$ cat src/rtl/pipe_pkg.sv
// rtl/pipe_pkg.sv - shared state encodings and defaults for the skid pipeline stage
// No ports; imported by pipe_data_reg and pipe_skid_reg.
package pipe_pkg;

  localparam int DEFAULT_WIDTH = 32;

  typedef logic [1:0] pipe_state_t;

  // Occupancy-encoded states; 2'd3 is unused and recovers to EMPTY.
  localparam logic [1:0] ST_EMPTY = 2'd0;
  localparam logic [1:0] ST_ONE   = 2'd1;
  localparam logic [1:0] ST_TWO   = 2'd2;

endpackage

$ cat src/rtl/pipe_data_reg.sv
// rtl/pipe_data_reg.sv - WIDTH-bit data register with load enable and sync reset
// Ports: clk, rst (sync, active-high, clears to 0), en (load), d (next value), q (held value).
module pipe_data_reg
  import pipe_pkg::*;
#(
  parameter int WIDTH = DEFAULT_WIDTH
) (
  input  logic             clk,
  input  logic             rst,
  input  logic             en,
  input  logic [WIDTH-1:0] d,
  output logic [WIDTH-1:0] q
);

  logic [WIDTH-1:0] data_d;
  logic [WIDTH-1:0] data_q;

  always_comb begin
    data_d = data_q;
    if (en) begin
      data_d = d;
    end
  end

  always_ff @(posedge clk) begin
    if (rst) begin
      data_q <= '0;
    end else begin
      data_q <= data_d;
    end
  end

  assign q = data_q;

endmodule

$ cat src/rtl/pipe_skid_reg.sv
// rtl/pipe_skid_reg.sv - valid/ready pipeline register with one-entry skid buffer
// Ports: clk, rst (sync, active-high), flush (squash held entries),
//        in_valid/in_ready/in_data (upstream), out_valid/out_ready/out_data (downstream),
//        xfer_count (wrapping count of output transfers).
module pipe_skid_reg
  import pipe_pkg::*;
#(
  parameter int WIDTH = DEFAULT_WIDTH,
  parameter int CNT_W = 16
) (
  input  logic             clk,
  input  logic             rst,
  input  logic             flush,
  input  logic             in_valid,
  output logic             in_ready,
  input  logic [WIDTH-1:0] in_data,
  output logic             out_valid,
  input  logic             out_ready,
  output logic [WIDTH-1:0] out_data,
  output logic [CNT_W-1:0] xfer_count
);

  pipe_state_t      state_d;
  pipe_state_t      state_q;
  logic [CNT_W-1:0] cnt_d;
  logic [CNT_W-1:0] cnt_q;

  logic             in_fire;
  logic             out_fire;
  logic             main_en;
  logic             main_from_skid;
  logic             skid_en;
  logic [WIDTH-1:0] main_in;
  logic [WIDTH-1:0] main_out;
  logic [WIDTH-1:0] skid_out;

  // Handshake outputs decode straight from the state flop, so no input
  // reaches in_ready/out_valid combinationally.
  assign in_ready  = (state_q != ST_TWO);
  assign out_valid = (state_q != ST_EMPTY);
  assign out_data  = main_out;
  assign xfer_count = cnt_q;

  assign in_fire  = in_valid & in_ready;
  assign out_fire = out_valid & out_ready;

  always_comb begin
    state_d        = state_q;
    main_en        = 1'b0;
    main_from_skid = 1'b0;
    skid_en        = 1'b0;
    cnt_d          = cnt_q;

    // The downstream consumed a beat even if it is being flushed.
    if (out_fire) begin
      cnt_d = cnt_q + CNT_W'(1);
    end

    if (flush) begin
      // Entries are abandoned in place; their contents no longer matter.
      state_d = ST_EMPTY;
    end else begin
      case (state_q)
        ST_EMPTY: begin
          if (in_fire) begin
            state_d = ST_ONE;
            main_en = 1'b1;
          end
        end
        ST_ONE: begin
          if (in_fire && out_fire) begin
            main_en = 1'b1;
          end else if (in_fire) begin
            state_d = ST_TWO;
            skid_en = 1'b1;
          end else if (out_fire) begin
            state_d = ST_EMPTY;
          end
        end
        ST_TWO: begin
          // Skid holds the older entry, so it moves up before any new input.
          if (out_fire) begin
            state_d        = ST_ONE;
            main_en        = 1'b1;
            main_from_skid = 1'b1;
          end
        end
        default: begin
          state_d = ST_EMPTY;
        end
      endcase
    end
  end

  assign main_in = main_from_skid ? skid_out : in_data;

  always_ff @(posedge clk) begin
    if (rst) begin
      state_q <= ST_EMPTY;
      cnt_q   <= '0;
    end else begin
      state_q <= state_d;
      cnt_q   <= cnt_d;
    end
  end

  pipe_data_reg #(.WIDTH(WIDTH)) u_main (
    .clk (clk),
    .rst (rst),
    .en  (main_en),
    .d   (main_in),
    .q   (main_out)
  );

  pipe_data_reg #(.WIDTH(WIDTH)) u_skid (
    .clk (clk),
    .rst (rst),
    .en  (skid_en),
    .d   (in_data),
    .q   (skid_out)
  );

endmodule

$ cat config.mk
export PLATFORM = sky130hd
export DESIGN_NAME = pipe_skid_reg
export DESIGN_NICKNAME = d
export VERILOG_FILES = /design/src/rtl/pipe_pkg.sv /design/src/rtl/pipe_data_reg.sv /design/src/rtl/pipe_skid_reg.sv
export SDC_FILE = /design/constraint.sdc
export NUM_CORES = 1
export LEC_CHECK = 0
export CAP_MARGIN = 20
export CORE_ASPECT_RATIO = 2
export CORE_UTILIZATION = 45
export CTS_BUF_LIST = sky130_fd_sc_hd__clkbuf_4 sky130_fd_sc_hd__clkbuf_8
export DETAILED_ROUTE_END_ITERATION = 8
export PLACE_DENSITY = 0.73
export SLEW_MARGIN = 15
export SYNTH_ARGS = -nofsm -noshare
export SYNTH_HDL_FRONTEND = slang
export SYNTH_SLANG_ARGS = --single-unit
$ cat constraint.sdc
create_clock -name clk -period 2.6 [get_ports clk]
set_clock_uncertainty 0.2 [all_clocks]
set_input_delay 0.26 -clock clk [delete_from_list [all_inputs] [get_ports clk]]
set_output_delay 0.26 -clock clk [all_outputs]
set_load 0.005 [all_outputs]
==> results.json, run 1 <==
{
  "max_stage_delay_ps": 660,
  "final_common_cell": "clkdlybuf4s50_1",
  "via_per_inst": 5.315,
  "vias": 3152,
  "crit_required_ps": 2640,
  "switching_share": 0.2377,
  "ant_nets": 0,
  "die_y_microns": 129.1,
  "cts_tree": "yes",
  "grt_first_pass_wirelength_microns": 13390,
  "worstMarginPinSlew_ps": 746.2,
  "worstReg2RegEnd": "xfer_count[15]",
  "leakage_nw": 1.548,
  "root_buffer": "clkbuf_8",
  "grtUsageTotal": 0.2033,
  "final_hold_viol_count": 0,
  "antenna_cells": 0,
  "die_area_sq_um": 8457,
  "syn2layout_area_growth_pct": 29.00,
  "worst-path-buf-inv": 1,
  "cp_cell_sequence": "clkdlybuf4s50_1, o211ai_2, nor4_4, nor3b_1, mux2_1",
  "place_congestion": 0.7979,
  "slew_viol_final": 0,
  "p_int_mw": 1.847,
  "min_period_ps": 2122,
  "core-area_sq_um": 7885,
  "wl_per_cell_microns": 13.81,
  "hold_path.class": "in -> reg",
  "seq_area_frac_synth": 0.4519,
  "synth_cell_types": 39,
  "rsz0062_at_grt": "no",
  "ios": 87,
  "hpwl_microns": 5386,
  "setup_tns_ps": 0,
  "criticalPathCategory": "in -> reg",
  "yosys-top-cells-area": "dfxtp_1 45%, a21oi_1 9.1%, mux2i_1 9.1%",
  "clock-sinks": 82,
  "p_seq_frac": 0.537,
  "antenna_found_initial": 0,
  "synth_edf_count": 0,
  "grt_max_degree": 48,
  "finalWirelength_microns": 8190,
  "vdd_drop_max_mv": 0.3769,
  "clkTransAtPathRegs_ps": 80,
  "setup_violations": 0,
  "worst_setup_path_start_kind": "primary input",
  "syn_area_sq_um": 3632,
  "endpoint_kind": "flip-flop",
  "status": "finished, final reports clean",
  "floorplan.initialDensity": 0.4606,
  "first_global_vias": 2849,
  "drc": 0,
  "synth_seq_cells": 82,
  "powerDensity_nw_per_um2": 517.0,
  "fin_crit_sh": 0.8161,
  "p_sw_mw": 0.5758,
  "hold_ws_ps": 245.8,
  "gr-total-overflow": 0,
  "reg2reg_slack_ps": 560,
  "drt_iter0_drc": 227,
  "port-buffer-count": 86,
  "avgSynthCellArea_sq_um": 8.567,
  "crit_cells": 5,
  "cp_max_fo": 11,
  "synthArstFlopShare": 0,
  "crit_arrival_ps": 2160,
  "h-tree-depth": 3,
  "maxCapViolCount": 0,
  "cts-buffers-inserted": 9,
  "rr_worst_depth": 4,
  "clk_path_buf_depth": 2,
  "cts-resized-gates": 0,
  "synth_top_area_frac": 0.4519,
  "crit_family": "simple AND/OR/NAND/NOR gates",
  "layout.nets": 530,
  "synth_cells": 424,
  "slowest_stage": "clkdlybuf4s50_1",
  "cts_hold_buffers": 0,
  "relSlewSlack": 0.5025,
  "yosys_warnings": 0,
  "synth.largest_area_cell": "dfxtp_1",
  "cp-endpoint": "xfer_count[15]",
  "r2r-start": "state_q[1]",
  "combPwrFrac": 0.104,
  "clock_latency_ps": 350,
  "clkPwrFrac": 0.359,
  "die_x_microns": 65.53,
  "timing.fmax_ghz": 0.4713,
  "crit_start": "out_ready",
  "drive_above_1_share": 0.06237,
  "firstDrtPassIters": 4,
  "core.rowCount": 46,
  "synthesis.nets": 462,
  "mostFrequentLayoutCells": "84 x clkdlybuf4s50_1, 82 x dfxtp_1, 71 x nand2_1",
  "synth-main-ff-cell": "dfxtp_1",
  "postCtsSetupRepairBufs": 0
}
[state kept, by name, summed over array words and instances, names as in the netlist]
signal / cells
state_q: 2
xfer_count: 16
u_skid.q: 32
u_main.q: 32
[kinds of logic after synthesis]
kind of cell / count (synthesis) / share of synthesized area
mux: 37 / 0.1033
simple gates: 149 / 0.2019
xor+xnor: 10 / 0.02411
compound gates: 106 / 0.1547
flops: 82 / 0.4519
buf+inv: 39 / 0.06063
fa+ha+maj: 1 / 0.003444
[power by group through the flow]
stage	combinational, mW	sequential (mW)	clock, mW
floorplan	0.111	1.33	0
global placement	0.248	1.33	0
detailed placement	0.254	1.33	0
CTS	0.254	1.30	0.896
global route	0.279	1.31	0.946
finish	0.252	1.30	0.869
[worst min-delay path by stage]
stage,startpoint,to,slack [ps],cells after the start
detailed placement,u_skid.q[18],u_skid.q[18],250,2
floorplan,in_data[0],u_skid.q[0],200,2
global placement,u_skid.q[17],u_skid.q[17],240,2
CTS,rst,xfer_count[9],240,2
global route,rst,xfer_count[8],270,2
finish,rst,xfer_count[8],250,2
[stage by stage]
stage | instance area (sq um) | power, mW | instances | utilization | setup slack [ps]
2_1_floorplan | 3632 | 1.441 | 424 | - | 775.3
3_3_place_gp | 4497 | 1.579 | 577 | 0.5703 | 201.3
3_5_place_dp | 4497 | 1.585 | 577 | 0.5703 | 135.0
4_1_cts | 4686 | 2.452 | 593 | 0.5943 | 508.4
5_1_grt | 4686 | 2.530 | 593 | 0.5943 | 440.0
6_report | 4686 | 2.422 | 593 | 0.5943 | 478.2
[synthesized netlist by cell type (all sizes together), types with 4 or more instances]
library cell,instances
o21ai,33
nor4,4
nand2,71
clkbuf,24
nor2b,4
nor3,5
nand3,5
a21oi,67
dfxtp,82
mux2i,33
xor2,4
mux2,4
buf,12
xnor2,6
or3,34
nor2,16
[layout make-up]
cell class / instances / area (sq um)
clock inverters: 4 / 23.77
well taps: 96 / 120.1
clock buffers: 12 / 165.2
flip-flops and latches: 82 / 1642
inverters: 3 / 11.26
repair buffers: 93 / 940.9
multi-input cells: 303 / 1783
fillers: 724 / 3199
[metal layers]
metal  track usage  share of wire  up-vias
met5             0              0        -
met4       0.08440          0.019        0
met3       0.04842          0.035       12
met2        0.3523           0.53       57
met1        0.2339           0.42     1487
li1              -              -     1596
Power figures use the tool's default switching activity.
==> run 2: changes to the inputs <==
==> constraint.sdc (replaced) <==
create_clock -name clk -period 2.05 [get_ports clk]
set_clock_uncertainty 0.2 [all_clocks]
set_input_delay 0.205 -clock clk [delete_from_list [all_inputs] [get_ports clk]]
set_output_delay 0.205 -clock clk [all_outputs]
set_load 0.005 [all_outputs]
==> results.json, run 2 (synthesis gave the netlist of run 1 again) <==
{
  "p_seq_frac": 0.526,
  "clkPwrFrac": 0.367,
  "place_area_sq_um": 4629,
  "die_y_microns": 129.1,
  "p_int_mw": 2.405,
  "die_area_sq_um": 8457,
  "clock-sinks": 82,
  "status": "finished, final reports clean",
  "antenna_cells": 0,
  "h-tree-depth": 3,
  "drt_iter0_drc": 166,
  "cp-endpoint": "xfer_count[15]",
  "crit_family": "buffers and inverters",
  "mostFrequentLayoutCells": "84 x clkdlybuf4s50_1, 80 x dfxtp_1, 71 x nand2_1",
  "root_buffer": "clkbuf_8",
  "hold_path.class": "in -> reg",
  "place_congestion": 0.7738,
  "worstReg2RegEnd": "xfer_count[14]",
  "r2r-start": "xfer_count[0]",
  "cp_cell_sequence": "clkdlybuf4s50_1, o211ai_2, nor4_4, nor3b_1, mux2_1",
  "cts_tree": "yes",
  "vdd_drop_max_mv": 0.5616,
  "core.rowCount": 46,
  "first_global_vias": 2936,
  "placedCellCount": 593,
  "postLayoutCoreUtil": 0.6133,
  "grt_max_degree": 41,
  "core-area_sq_um": 7885,
  "hold_ws_ps": 133.7,
  "final_common_cell": "clkdlybuf4s50_1",
  "relSlewSlack": 0.7204,
  "postCtsSetupRepairBufs": 0,
  "die_x_microns": 65.53,
  "syn2layout_area_growth_pct": 33.14,
  "finalWirelength_microns": 8132,
  "clkTransAtPathRegs_ps": 80,
  "gr-total-overflow": 0,
  "hpwl_microns": 5505,
  "crit_arrival_ps": 1930,
  "crit_start": "out_ready",
  "leakage_nw": 1.630,
  "total_power_mw": 3.143,
  "worst_setup_path_start_kind": "primary input",
  "antenna_found_initial": 0,
  "endpoint_kind": "flip-flop",
  "fin_crit_sh": 0.9198,
  "wl_per_cell_microns": 13.33,
  "port-buffer-count": 86,
  "firstDrtPassIters": 4,
  "floorplan.initialDensity": 0.4606,
  "fin_ws_ps": 164.5,
  "ios": 87,
  "rr_worst_depth": 4,
  "layout.nets": 547,
  "worst-path-buf-inv": 1,
  "maxCapViolCount": 0,
  "place_ws_ps": -185.7,
  "drc": 0,
  "p_sw_mw": 0.7378,
  "switching_share": 0.2348,
  "slew_viol_final": 0,
  "vias": 3205,
  "grtUsageTotal": 0.1987,
  "ant_nets": 0,
  "crit_cells": 5,
  "via_per_inst": 5.254,
  "setup_violations": 0,
  "clk_path_buf_depth": 2,
  "criticalPathCategory": "in -> reg",
  "slowest_stage": "clkdlybuf4s50_1",
  "timing.fmax_ghz": 0.5304,
  "grt_first_pass_wirelength_microns": 13010,
  "setup_tns_ps": 0,
  "cts-buffers-inserted": 9,
  "worstMarginPinSlew_ps": 419.4,
  "reg2reg_slack_ps": 200,
  "powerDensity_nw_per_um2": 649.8,
  "max_stage_delay_ps": 620,
  "crit_required_ps": 2100,
  "drive_above_1_share": 0.09533,
  "fin_area_sq_um": 4836,
  "rsz0062_at_grt": "no",
  "clock_latency_ps": 350,
  "final_hold_viol_count": 0,
  "min_period_ps": 1886,
  "combPwrFrac": 0.107,
  "instances_no_fill": 610,
  "cp_max_fo": 8
}
run 2: area by class of cell:
class | instances | area [sq um]
Sequential cell | 82 | 1644
Multi-Input combinational cell | 303 | 1783
Clock buffer | 11 | 138.9
Inverter | 3 | 11.26
Clock inverter | 5 | 55.05
Fill cell | 679 | 3049
Tap cell | 96 | 120.1
Timing Repair Buffer | 110 | 1084
run 2: worst min-delay path by stage:
stage	slack (ps)	from	cells past startpoint	end
finish	130	flush	3	state_q[0]
CTS	120	flush	3	state_q[0]
global placement	240	u_skid.q[14]	2	u_skid.q[14]
floorplan	140	in_data[0]	2	u_skid.q[0]
global route	150	flush	3	state_q[0]
detailed placement	250	u_skid.q[0]	2	u_skid.q[0]
run 2: per-layer routing:
layer	part of all wire	routed length, microns	track usage	vias to the layer above
met2	0.53	4320	0.3493	63
met1	0.41	3339	0.2176	1499
met5	0	0	0	-
li1	-	-	-	1631
met3	0.038	307	0.04754	12
met4	0.020	164	0.09719	0
run 2: what timing repair did:
action / CTS / global route
endpoints found under the hold margin: 5 / 0
hold buffers: 1 / 0
endpoints found under the setup margin: 0 / 1
resized for setup: 0 / 2
run 2: power groups by stage:
stage	combinational (mW)	clock (mW)	sequential (mW)
finish	0.336	1.15	1.65
global route	0.368	1.25	1.66
CTS	0.338	1.18	1.65
detailed placement	0.336	0	1.69
global placement	0.329	0	1.69
floorplan	0.141	0	1.69
run 2: worst reg2reg max path: stages (launching register included):
cell	delay [ps]
dfxtp_1	400
ha_1	220
o2111ai_1	240
nor4_1	340
mux2_1	350
